[src/rtl/stopwatch_pkg.sv]
// Shared definitions for the stopwatch/countdown slice: state encoding,
// time-field width and default field ceilings.
package stopwatch_pkg;

    localparam int TIME_W      = 8;
    localparam int DEF_MAX_MIN = 99;
    localparam int DEF_MAX_SEC = 59;

    typedef enum logic [1:0] {
        ST_IDLE    = 2'd0,
        ST_RUNNING = 2'd1,
        ST_PAUSED  = 2'd2,
        ST_DONE    = 2'd3
    } state_e;

    function automatic logic [TIME_W-1:0] clamp_field(input logic [TIME_W-1:0] v,
                                                      input logic [TIME_W-1:0] ceil_v);
        return (v > ceil_v) ? ceil_v : v;
    endfunction

endpackage

[src/rtl/mmss_down_counter.sv]
// Minutes/seconds down-counter with seconds->minutes borrow and saturation at 00:00.
// Priority inside the counter: clr > ld > dec.
module mmss_down_counter
    import stopwatch_pkg::*;
#(
    parameter int MAX_SEC = DEF_MAX_SEC
) (
    input  logic              clk,
    input  logic              rst,
    input  logic              clr,
    input  logic              ld,
    input  logic [TIME_W-1:0] ld_min,
    input  logic [TIME_W-1:0] ld_sec,
    input  logic              dec,
    output logic [TIME_W-1:0] count_min,
    output logic [TIME_W-1:0] count_sec,
    output logic              is_zero_next
);

    localparam logic [TIME_W-1:0] MAX_SEC_V = TIME_W'(MAX_SEC);

    logic [TIME_W-1:0] min_q, min_d;
    logic [TIME_W-1:0] sec_q, sec_d;
    logic [TIME_W-1:0] dec_min, dec_sec;

    // Decremented value; 00:00 maps to itself so the count can never wrap.
    always_comb begin
        dec_min = min_q;
        dec_sec = sec_q;
        if (sec_q != '0) begin
            dec_sec = sec_q - 1'b1;
        end else if (min_q != '0) begin
            dec_min = min_q - 1'b1;
            dec_sec = MAX_SEC_V;
        end
    end

    assign is_zero_next = (dec_min == '0) && (dec_sec == '0);

    always_comb begin
        min_d = min_q;
        sec_d = sec_q;
        if (clr) begin
            min_d = '0;
            sec_d = '0;
        end else if (ld) begin
            min_d = ld_min;
            sec_d = ld_sec;
        end else if (dec) begin
            min_d = dec_min;
            sec_d = dec_sec;
        end
    end

    always_ff @(posedge clk) begin
        if (rst) begin
            min_q <= '0;
            sec_q <= '0;
        end else begin
            min_q <= min_d;
            sec_q <= sec_d;
        end
    end

    assign count_min = min_q;
    assign count_sec = sec_q;

endmodule

[src/rtl/countdown_timer.sv]
// Loadable mm:ss countdown timer: control FSM, preset register, input clamping
// and one-cycle expiry pulse. Optional AUTO_RELOAD_EN restarts from the preset on expiry.
module countdown_timer
    import stopwatch_pkg::*;
#(
    parameter int MAX_MIN = DEF_MAX_MIN,
    parameter int MAX_SEC = DEF_MAX_SEC
) (
    input  logic              clk,
    input  logic              rst,
    input  logic              tick,
    input  logic              load,
    input  logic [TIME_W-1:0] load_min,
    input  logic [TIME_W-1:0] load_sec,
    input  logic              start,
    input  logic              stop,
    input  logic              clear,
    output logic [TIME_W-1:0] minutes,
    output logic [TIME_W-1:0] seconds,
    output logic              running,
    output logic              expired,
    output logic [1:0]        state
);

    localparam logic [TIME_W-1:0] MAX_MIN_V = TIME_W'(MAX_MIN);
    localparam logic [TIME_W-1:0] MAX_SEC_V = TIME_W'(MAX_SEC);

    state_e            state_q, state_d;
    logic              running_q, running_d;
    logic              expired_q, expired_d;
    logic [TIME_W-1:0] preset_min_q, preset_min_d;
    logic [TIME_W-1:0] preset_sec_q, preset_sec_d;

    logic              ctr_clr, ctr_ld, ctr_dec;
    logic [TIME_W-1:0] ctr_ld_min, ctr_ld_sec;
    logic [TIME_W-1:0] cnt_min, cnt_sec;
    logic              is_zero_next;
    logic              count_zero;
    logic [TIME_W-1:0] clamp_min, clamp_sec;

    assign count_zero = (cnt_min == '0) && (cnt_sec == '0);
    assign clamp_min  = clamp_field(load_min, MAX_MIN_V);
    assign clamp_sec  = clamp_field(load_sec, MAX_SEC_V);

    // Strict priority: the highest asserted control owns the cycle, even when
    // it turns out to be ignored in the current state.
    always_comb begin
        state_d      = state_q;
        expired_d    = 1'b0;
        preset_min_d = preset_min_q;
        preset_sec_d = preset_sec_q;
        ctr_clr      = 1'b0;
        ctr_ld       = 1'b0;
        ctr_dec      = 1'b0;
        ctr_ld_min   = clamp_min;
        ctr_ld_sec   = clamp_sec;

        if (clear) begin
            ctr_clr = 1'b1;
            state_d = ST_IDLE;
        end else if (load) begin
            if (state_q != ST_RUNNING) begin
                ctr_ld       = 1'b1;
                preset_min_d = clamp_min;
                preset_sec_d = clamp_sec;
                state_d      = (state_q == ST_PAUSED) ? ST_PAUSED : ST_IDLE;
            end
        end else if (stop) begin
            if (state_q == ST_RUNNING) begin
                state_d = ST_PAUSED;
            end
        end else if (start) begin
            if ((state_q == ST_IDLE || state_q == ST_PAUSED) && !count_zero) begin
                state_d = ST_RUNNING;
            end
        end else if (tick && state_q == ST_RUNNING) begin
            ctr_dec = 1'b1;
            if (is_zero_next) begin
                expired_d = 1'b1;
`ifdef AUTO_RELOAD_EN
                if (preset_min_q != '0 || preset_sec_q != '0) begin
                    ctr_ld     = 1'b1;
                    ctr_ld_min = preset_min_q;
                    ctr_ld_sec = preset_sec_q;
                end else begin
                    state_d = ST_DONE;
                end
`else
                state_d = ST_DONE;
`endif
            end
        end

        running_d = (state_d == ST_RUNNING);
    end

    always_ff @(posedge clk) begin
        if (rst) begin
            state_q      <= ST_IDLE;
            running_q    <= 1'b0;
            expired_q    <= 1'b0;
            preset_min_q <= '0;
            preset_sec_q <= '0;
        end else begin
            state_q      <= state_d;
            running_q    <= running_d;
            expired_q    <= expired_d;
            preset_min_q <= preset_min_d;
            preset_sec_q <= preset_sec_d;
        end
    end

    mmss_down_counter #(
        .MAX_SEC(MAX_SEC)
    ) u_counter (
        .clk          (clk),
        .rst          (rst),
        .clr          (ctr_clr),
        .ld           (ctr_ld),
        .ld_min       (ctr_ld_min),
        .ld_sec       (ctr_ld_sec),
        .dec          (ctr_dec),
        .count_min    (cnt_min),
        .count_sec    (cnt_sec),
        .is_zero_next (is_zero_next)
    );

    assign minutes = cnt_min;
    assign seconds = cnt_sec;
    assign running = running_q;
    assign expired = expired_q;
    assign state   = state_q;

endmodule

[config.mk]
export PLATFORM = sky130hd
export DESIGN_NAME = countdown_timer
export DESIGN_NICKNAME = d
export VERILOG_FILES = /design/src/rtl/stopwatch_pkg.sv /design/src/rtl/mmss_down_counter.sv /design/src/rtl/countdown_timer.sv
export SDC_FILE = /design/constraint.sdc
export NUM_CORES = 1
export LEC_CHECK = 0
export ABC_CLOCK_PERIOD_IN_PS = 2100
export CAP_MARGIN = 30
export CORE_UTILIZATION = 45
export CTS_BUF_LIST = sky130_fd_sc_hd__clkbuf_8
export CTS_CLUSTER_SIZE = 40
export DETAILED_ROUTE_END_ITERATION = 12
export PLACE_DENSITY = 0.77
export SYNTH_ARGS = -nofsm -noshare
export SYNTH_HDL_FRONTEND = slang
export SYNTH_SLANG_ARGS = --single-unit
[constraint.sdc]
create_clock -name clk -period 2.1 [get_ports clk]
set_input_delay 0.315 -clock clk [delete_from_list [all_inputs] [get_ports clk]]
set_output_delay 0.315 -clock clk [all_outputs]
set_load 0.03 [all_outputs]
==> metrics.md, run 1 <==
| Metric | Value |
|---|---|
| Status | finished, violations left |
| Failing checks | negative setup slack |
| Post-Place Cells | ~310 |
| Seq. cell area | around 410 sq um |
| Synth Flop Type | dfxtp_1 |
| Yosys warns | 0 |
| Die Width | 60.43 um |
| Period minus WS final | 2.141 ns |
| Clk root buf | clkbuf_8 |
| Chip height | 60.43 um |
| Clock skew after layout | 0.006913 ns |
| Sequential power share | a little under two fifths |
| Hold crit path type | flip-flop to flip-flop |
| Placeable Area | roughly 0.0032 sq mm |
| Hold Fails Final Rpt | 0 |
| Area growth from synthesis to layout | 55.46% |
| Total gr overflow | 0 |
| GP Congestion | 0.9577 |
| Worst slew margin | a little under three fifths |
| Clock Sinks | 20 |
| Ant. Diodes | 0 |
| Clock latency on the worst-skew pair | ~0.26 ns |
| Initial drt markers | about 180 |
| Most common cell after layout, fill and taps aside | clkdlybuf4s50_1 |
| Boundary Pins | 43 |
| Distinct cells, synth | 57 |
| CTS tree | done |
| Final core utilization | 75.75% |
| Final Non-Filler Cells | ~320 |
| VDD IR-drop max | about 0.00029 V |
| Final setup violation count | 2 |
| Cells after synthesis | ~210 |
| Die area | 0.003652 sq mm |
| Synthesized area | around 0.0015 sq mm |
| Crit Path Class | flip-flop to flip-flop |
| Register area share after synthesis | a little over a quarter |
| Total CTS buffers | 3 |
| Pre-antenna DRT Iters | 4 |
| Number of enable flip-flop cells after synthesis | 0 |
| Dpl hpwl | approximately 3800 um |
| Max stage delay on crit path | about 0.42 ns |
| CTS max path bufs | 2 |
| Peak Freq | roughly 0.47 GHz |
| Final slew viol count | 0 |
| Switching pwr | 0.3602 mW |
| First-pass GRT wire length | 8211 um |
| Port bufs | 42 |
| Fillcell total | 252 |
| Power Density | roughly 450 mW/mm^2 |
| Synth top area share | between 20% and 30% |
| Sw Share | between 30% and 40% |
| Commonest non-fill, non-tap cells in the layout | clkdlybuf4s50_1 (42), buf_4 (28), nor2_1 (25) |
| Setup WS post-layout | -0.04090 ns |
| Number of global-route vias before repair | approximately 1,700 |
| CP endpoint kind | flip-flop |
| Pin count of the biggest net entering global routing | 13 |
| Buf/Inv on CP | 2 |
| Via/cell ratio | around 6.3 |
| Synth Register Bits | 20 |
| Layout cells sized above 1 | around a quarter |
| Worst-margin pin slew | ~0.66 ns |
| Tot GR Track Use | 30.19% |
| Combinational power share | around two fifths |
| Critical path's slowest cell | a2111oi_0 |
| Layout Nets | 302 |
| Most used cell, CP | and3_1 |
| Wire length per cell | 17.72 um |
| Static Leakage | 0.8992 nW |
| Initial antenna violation count | 0 |
| Delay-heaviest family, CP | simple AND/OR/NAND/NOR gates |
| Initial Utilization | approximately half |
| Syn nets | between 200 and 250 |
| CP Data Arrival Time | roughly 2.4 ns |
| Dpl ws | -0.1217 ns |
| Max-cap violations | 0 |
| Wire length after detailed routing | ~5700 um |
| Via count | 2,007 |
| Multi-input gate area | 0.001195 sq mm |
| Worst Path Max Fanout | 7 |
| # rows | 20 |
| Clock transition at the registers of the reported paths | roughly 0.08 ns |
| Post-synth ARST share | 0% |
| CP Cell Sequence | inv_2 -> ha_1 -> buf_4 -> nor2b_1 -> a2111oi_0 -> and3_1 -> and3_1 -> a2bb2o_4 |
| CTS H-tree lvls | 1 |
| DRC violations left | 0 |
| Avg Cell Area, Syn | 7.352 sq um |
| Clock share of power | between 20% and 30% |
| Worst Path Required | 2.31 ns |
| Dominant cell type by area after synthesis | dfxtp_1 |
| Startpoint types | flip-flop |
| # hold bufs at CTS | 0 |
| Post-route ant nets | 0 |
| Power Internal | ~0.72 mW |
| Post-route clock period utilization | 101.9% |
| Most area-consuming cells after synthesis | dfxtp_1 (26%), o21ai_0 (6.5%), nor2_1 (6.1%) |
-- final timing paths --
check	startpoint	end	slack, ns	cells after the start
setup / recovery	u_counter.count_sec[1]	state[1]	-0.04	8
hold / removal	u_counter.count_sec[1]	u_counter.count_sec[1]	0.55	2
setup reg to reg	u_counter.count_sec[1]	state[1]	-0.04	8
hold reg to reg	u_counter.count_sec[1]	u_counter.count_sec[1]	0.55	2
-- synth_stat cells, types with 2 or more instances --
cell / instances
ha_1: 3
o31ai_1: 2
o211ai_1: 2
dfxtp_1: 20
or4_1: 2
or4_4: 2
nor3_1: 5
nor4_1: 5
nand3_1: 9
inv_1: 7
buf_2: 2
nor2_1: 25
a21oi_1: 13
o21ai_0: 20
nand2_1: 20
a221oi_1: 3
nor2b_1: 3
mux2i_1: 3
clkbuf_1: 6
or3b_2: 2
nand2b_1: 3
and3_1: 4
or3_1: 5
a31oi_1: 6
nand4_1: 4
o22ai_1: 2
-- kinds of logic (layout without fill, tap and decap cells) --
| group | Yosys count | in the layout | share of synthesized area, % |
|---|---|---|---|
| multiplexers | 3 | 3 | 1.954 |
| adder cells (fa/ha/maj) | 3 | 3 | 2.443 |
| buffers and inverters | 16 | 82 | 4.316 |
| flip-flops | 20 | 20 | 26.06 |
| XOR/XNOR | 1 | 1 | 0.5701 |
| AO/OA/AOI/OAI | 63 | 63 | 26.96 |
| AND/OR/NAND/NOR | 103 | 103 | 37.70 |
-- power by group through the flow --
stage / combinational [mW] / clock (mW) / sequential (mW)
after global placement: 0.341 / 0 / 0.406
after floorplan: 0.186 / 0 / 0.421
after global routing: 0.445 / 0.290 / 0.400
after detailed placement: 0.345 / 0 / 0.407
after CTS: 0.362 / 0.262 / 0.398
final: 0.421 / 0.263 / 0.398
-- area by class of cell --
cell class	count	area share [%]
Multi-Input combinational cell	173	50.03
Timing Repair Buffer	71	27.24
Sequential cell	20	17.34
Tap cell	44	2.305
Clock buffer	3	1.729
Inverter	7	1.205
Clock inverter	1	0.1572
-- metal layers --
layer	wire, um	vias to the layer above	track usage [%]
met2	2631	131	48.82
met4	276	0	10.71
met3	480	33	3.412
li1	-	927	-
met1	2265	916	41.55
met5	0	-	0
-- worst reg2reg max path, delay by kind of cell, from the launching register on --
family                   cells  cell delay (ns)
adder cells (fa/ha/maj)      1             0.23
buffers and inverters        2             0.25
AO/OA/AOI/OAI                2             0.57
flip-flops                   1             0.37
AND/OR/NAND/NOR              3             0.66
-- state kept, by name, summed over array words and instances, names as in the netlist --
name,cells
u_counter.count_sec,8
running,1
u_counter.count_min,8
state,2
expired,1
-- through the flow --
| stage | hold WS [ns] | cell area (sq um) | power (mW) | TNS, ns |
|---|---|---|---|---|
| 6_report | 0.5456 | 2389 | 1.082 | -0.08092 |
| 5_1_grt | 0.5520 | 2389 | 1.135 | -0.3370 |
| 3_3_place_gp | 0.5073 | 2176 | 0.7472 | -0.008081 |
| 4_1_cts | 0.5292 | 2267 | 1.022 | 0 |
| 3_5_place_dp | 0.5136 | 2176 | 0.7512 | -0.2135 |
| 2_1_floorplan | 0.4696 | 1569 | 0.6071 | 0 |
-- timing repair --
action / CTS / global route
buffers inserted: 0 / 6
endpoints found under the setup margin: 3 / 5
endpoints found under the hold margin: 0 / 0
resized for setup: 12 / 15
pin swaps: 2 / 7
Power figures use the tool's default switching activity.
==> run 2: changes to the inputs <==
--- a/config.mk
+++ b/config.mk
@@ -11,7 +11,7 @@
 export CTS_BUF_LIST = sky130_fd_sc_hd__clkbuf_8
 export CTS_CLUSTER_SIZE = 40
 export DETAILED_ROUTE_END_ITERATION = 12
-export PLACE_DENSITY = 0.77
+export PLACE_DENSITY = 0.84
 export SYNTH_ARGS = -nofsm -noshare
 export SYNTH_HDL_FRONTEND = slang
 export SYNTH_SLANG_ARGS = --single-unit
==> run 2 against run 1 <==
Net effect:
- the run now ends clean
- global-route usage fell by 1.2 points
- maximum frequency rose by 3.8%
- total power fell by 3.2%
- clock skew fell by 0.0027 ns
==> metrics.md, run 2 (synthesized netlist as in run 1, its figures left out) <==
| Metric | Value |
|---|---|
| Startpoint types | flip-flop |
| Initial drt markers | approximately 160 |
| Boundary Pins | 43 |
| Final core utilization | 73.17% |
| Post-Route M1 WL | 2161 um |
| CP endpoint kind | flip-flop |
| Post-Place Cells | a little over 300 |
| Met3 WL | between 300 and 400 um |
| Status | finished, final reports clean |
| # rows | 20 |
| DRC violations left | 0 |
| Clock skew after layout | roughly 0.0042 ns |
| Worst Path Required | roughly 2.3 ns |
| Total CTS buffers | 3 |
| Wire length per cell | approximately 16 um |
| Via/cell ratio | just over 6 |
| CTS tree | done |
| Clock latency on the worst-skew pair | between 0.2 and 0.3 ns |
| Final slew viol count | 0 |
| Most common cell after layout, fill and taps aside | clkdlybuf4s50_1 |
| Initial antenna violation count | 0 |
| Pin count of the biggest net entering global routing | 13 |
| Post-route clock period utilization | 98.19% |
| Via count | roughly 1,900 |
| Power Density | 454.1 mW/mm^2 |
| Area growth from synthesis to layout | 50.16% |
| Final Non-Filler Cells | 315 |
| Chip height | around 60 um |
| Initial Utilization | between 40% and 50% |
| Die Width | around 60 um |
| Setup WS post-layout | approximately 0.038 ns |
| Dpl ws | -0.02392 ns |
| Placeable Area | about 0.0032 sq mm |
| Crit Path Class | flip-flop to flip-flop |
| Wire length after detailed routing | approximately 5000 um |
| Power, Total | approximately 1.0 mW |
| Clk root buf | clkbuf_8 |
| Post-route ant nets | 0 |
| Total gr overflow | 0 |
| VDD IR-drop max | 0.0002428 V |
| Static Leakage | 0.8668 nW |
| CP Data Arrival Time | around 2.2 ns |
| First-pass GRT wire length | around 7900 um |
| Final setup violation count | 0 |
| Max-cap violations | 0 |
| Worst-margin pin slew | 0.6367 ns |
| Fillcell total | approximately 260 |
| R2r setup slk | roughly 0.038 ns |
| CTS max path bufs | 2 |
| Clock transition at the registers of the reported paths | ~0.070 ns |
| Ant. Diodes | 0 |
| Layout Nets | slightly below 300 |
| CTS H-tree lvls | 1 |
| Peak Freq | around 0.48 GHz |
| Top layer in use | met4 |
| Tot GR Track Use | about 29% |
| Number of global-route vias before repair | 1,729 |
| Hold Fails Final Rpt | 0 |
| Worst slew margin | ~57% |
| DR WL met2 | roughly 2400 um |
| Hold crit path type | flip-flop to flip-flop |
| Layout cells sized above 1 | a little under a quarter |
| Clock Sinks | 20 |
| Worst Path Max Fanout | 5 |
| Die area | approximately 0.0037 sq mm |
| Dpl hpwl | 3668 um |
| Period minus WS final | about 2.1 ns |
| Commonest non-fill, non-tap cells in the layout | clkdlybuf4s50_1 (42), nor2_1 (25), buf_4 (24) |
| GP Congestion | 0.9294 |
| Pre-antenna DRT Iters | 4 |
| Port bufs | 42 |
-- run 2: changes by cell type in the layout (fill, tap and decap cells not counted), moves of 2 or more --
cell | previous run | this run
nor4_4 | 3 | 1
inv_2 | 1 | 3
nor3_2 | 0 | 2
buf_4 | 28 | 24
nor4_2 | 1 | 3
-- run 2: timing repair --
item / in CTS / in global routing
hold buffers: 0 / 0
buffers inserted: 0 / 4
gates resized for setup: 5 / 14
pin swaps: 1 / 5
setup endpoints to repair: 2 / 9
-- run 2: layer usage --
layer,vias up,track usage [%]
li1,918,-
met1,892,37.95
met2,89,47.88
met3,18,4.051
met4,0,11.69
met5,-,0
-- run 2: area by class of cell --
class	instances	area (sq um)	area share [%]
Clock buffer	3	41.29	1.790
Clock inverter	1	3.754	0.1627
Inverter	7	26.28	1.139
Multi-Input combinational cell	173	1149	49.78
Sequential cell	20	411.6	17.84
Tap cell	44	55.05	2.386
Timing Repair Buffer	67	620.6	26.90
-- run 2: worst max-delay path: stages (launching register included) --
cell	delay, ns
dfxtp_4	0.36
inv_2	0.06
ha_4	0.18
nor3b_4	0.16
buf_4	0.17
or4_1	0.46
and3_4	0.18
nand3_4	0.08
nor4_1	0.05
a2bb2o_1	0.24
-- run 2: final timing paths --
path | cells after the start | start | endpoint
worst min register to register | 2 | u_counter.count_sec[1] | u_counter.count_sec[1]
worst max register to register | 9 | u_counter.count_sec[0] | state[1]
worst max-delay path | 9 | u_counter.count_sec[0] | state[1]
worst min-delay path | 2 | u_counter.count_sec[1] | u_counter.count_sec[1]
-- run 2: stage by stage --
stage	instance area (sq um)	TNS (ns)	hold WS (ns)
final	2307	0	0.5162
after global routing	2307	-0.1141	0.5546
after CTS	2220	0	0.5126
after detailed placement	2161	-0.02392	0.4998
after global placement	2161	-0.04190	0.4969
after floorplan	1569	0	0.4696
-- run 2: power by group --
group	total (mW)	internal [mW]	switching, mW
clock network	0.260	0.130	0.130
logic	0.387	0.197	0.190
registers	0.400	0.387	0.0128
total	1.05	0.715	0.333
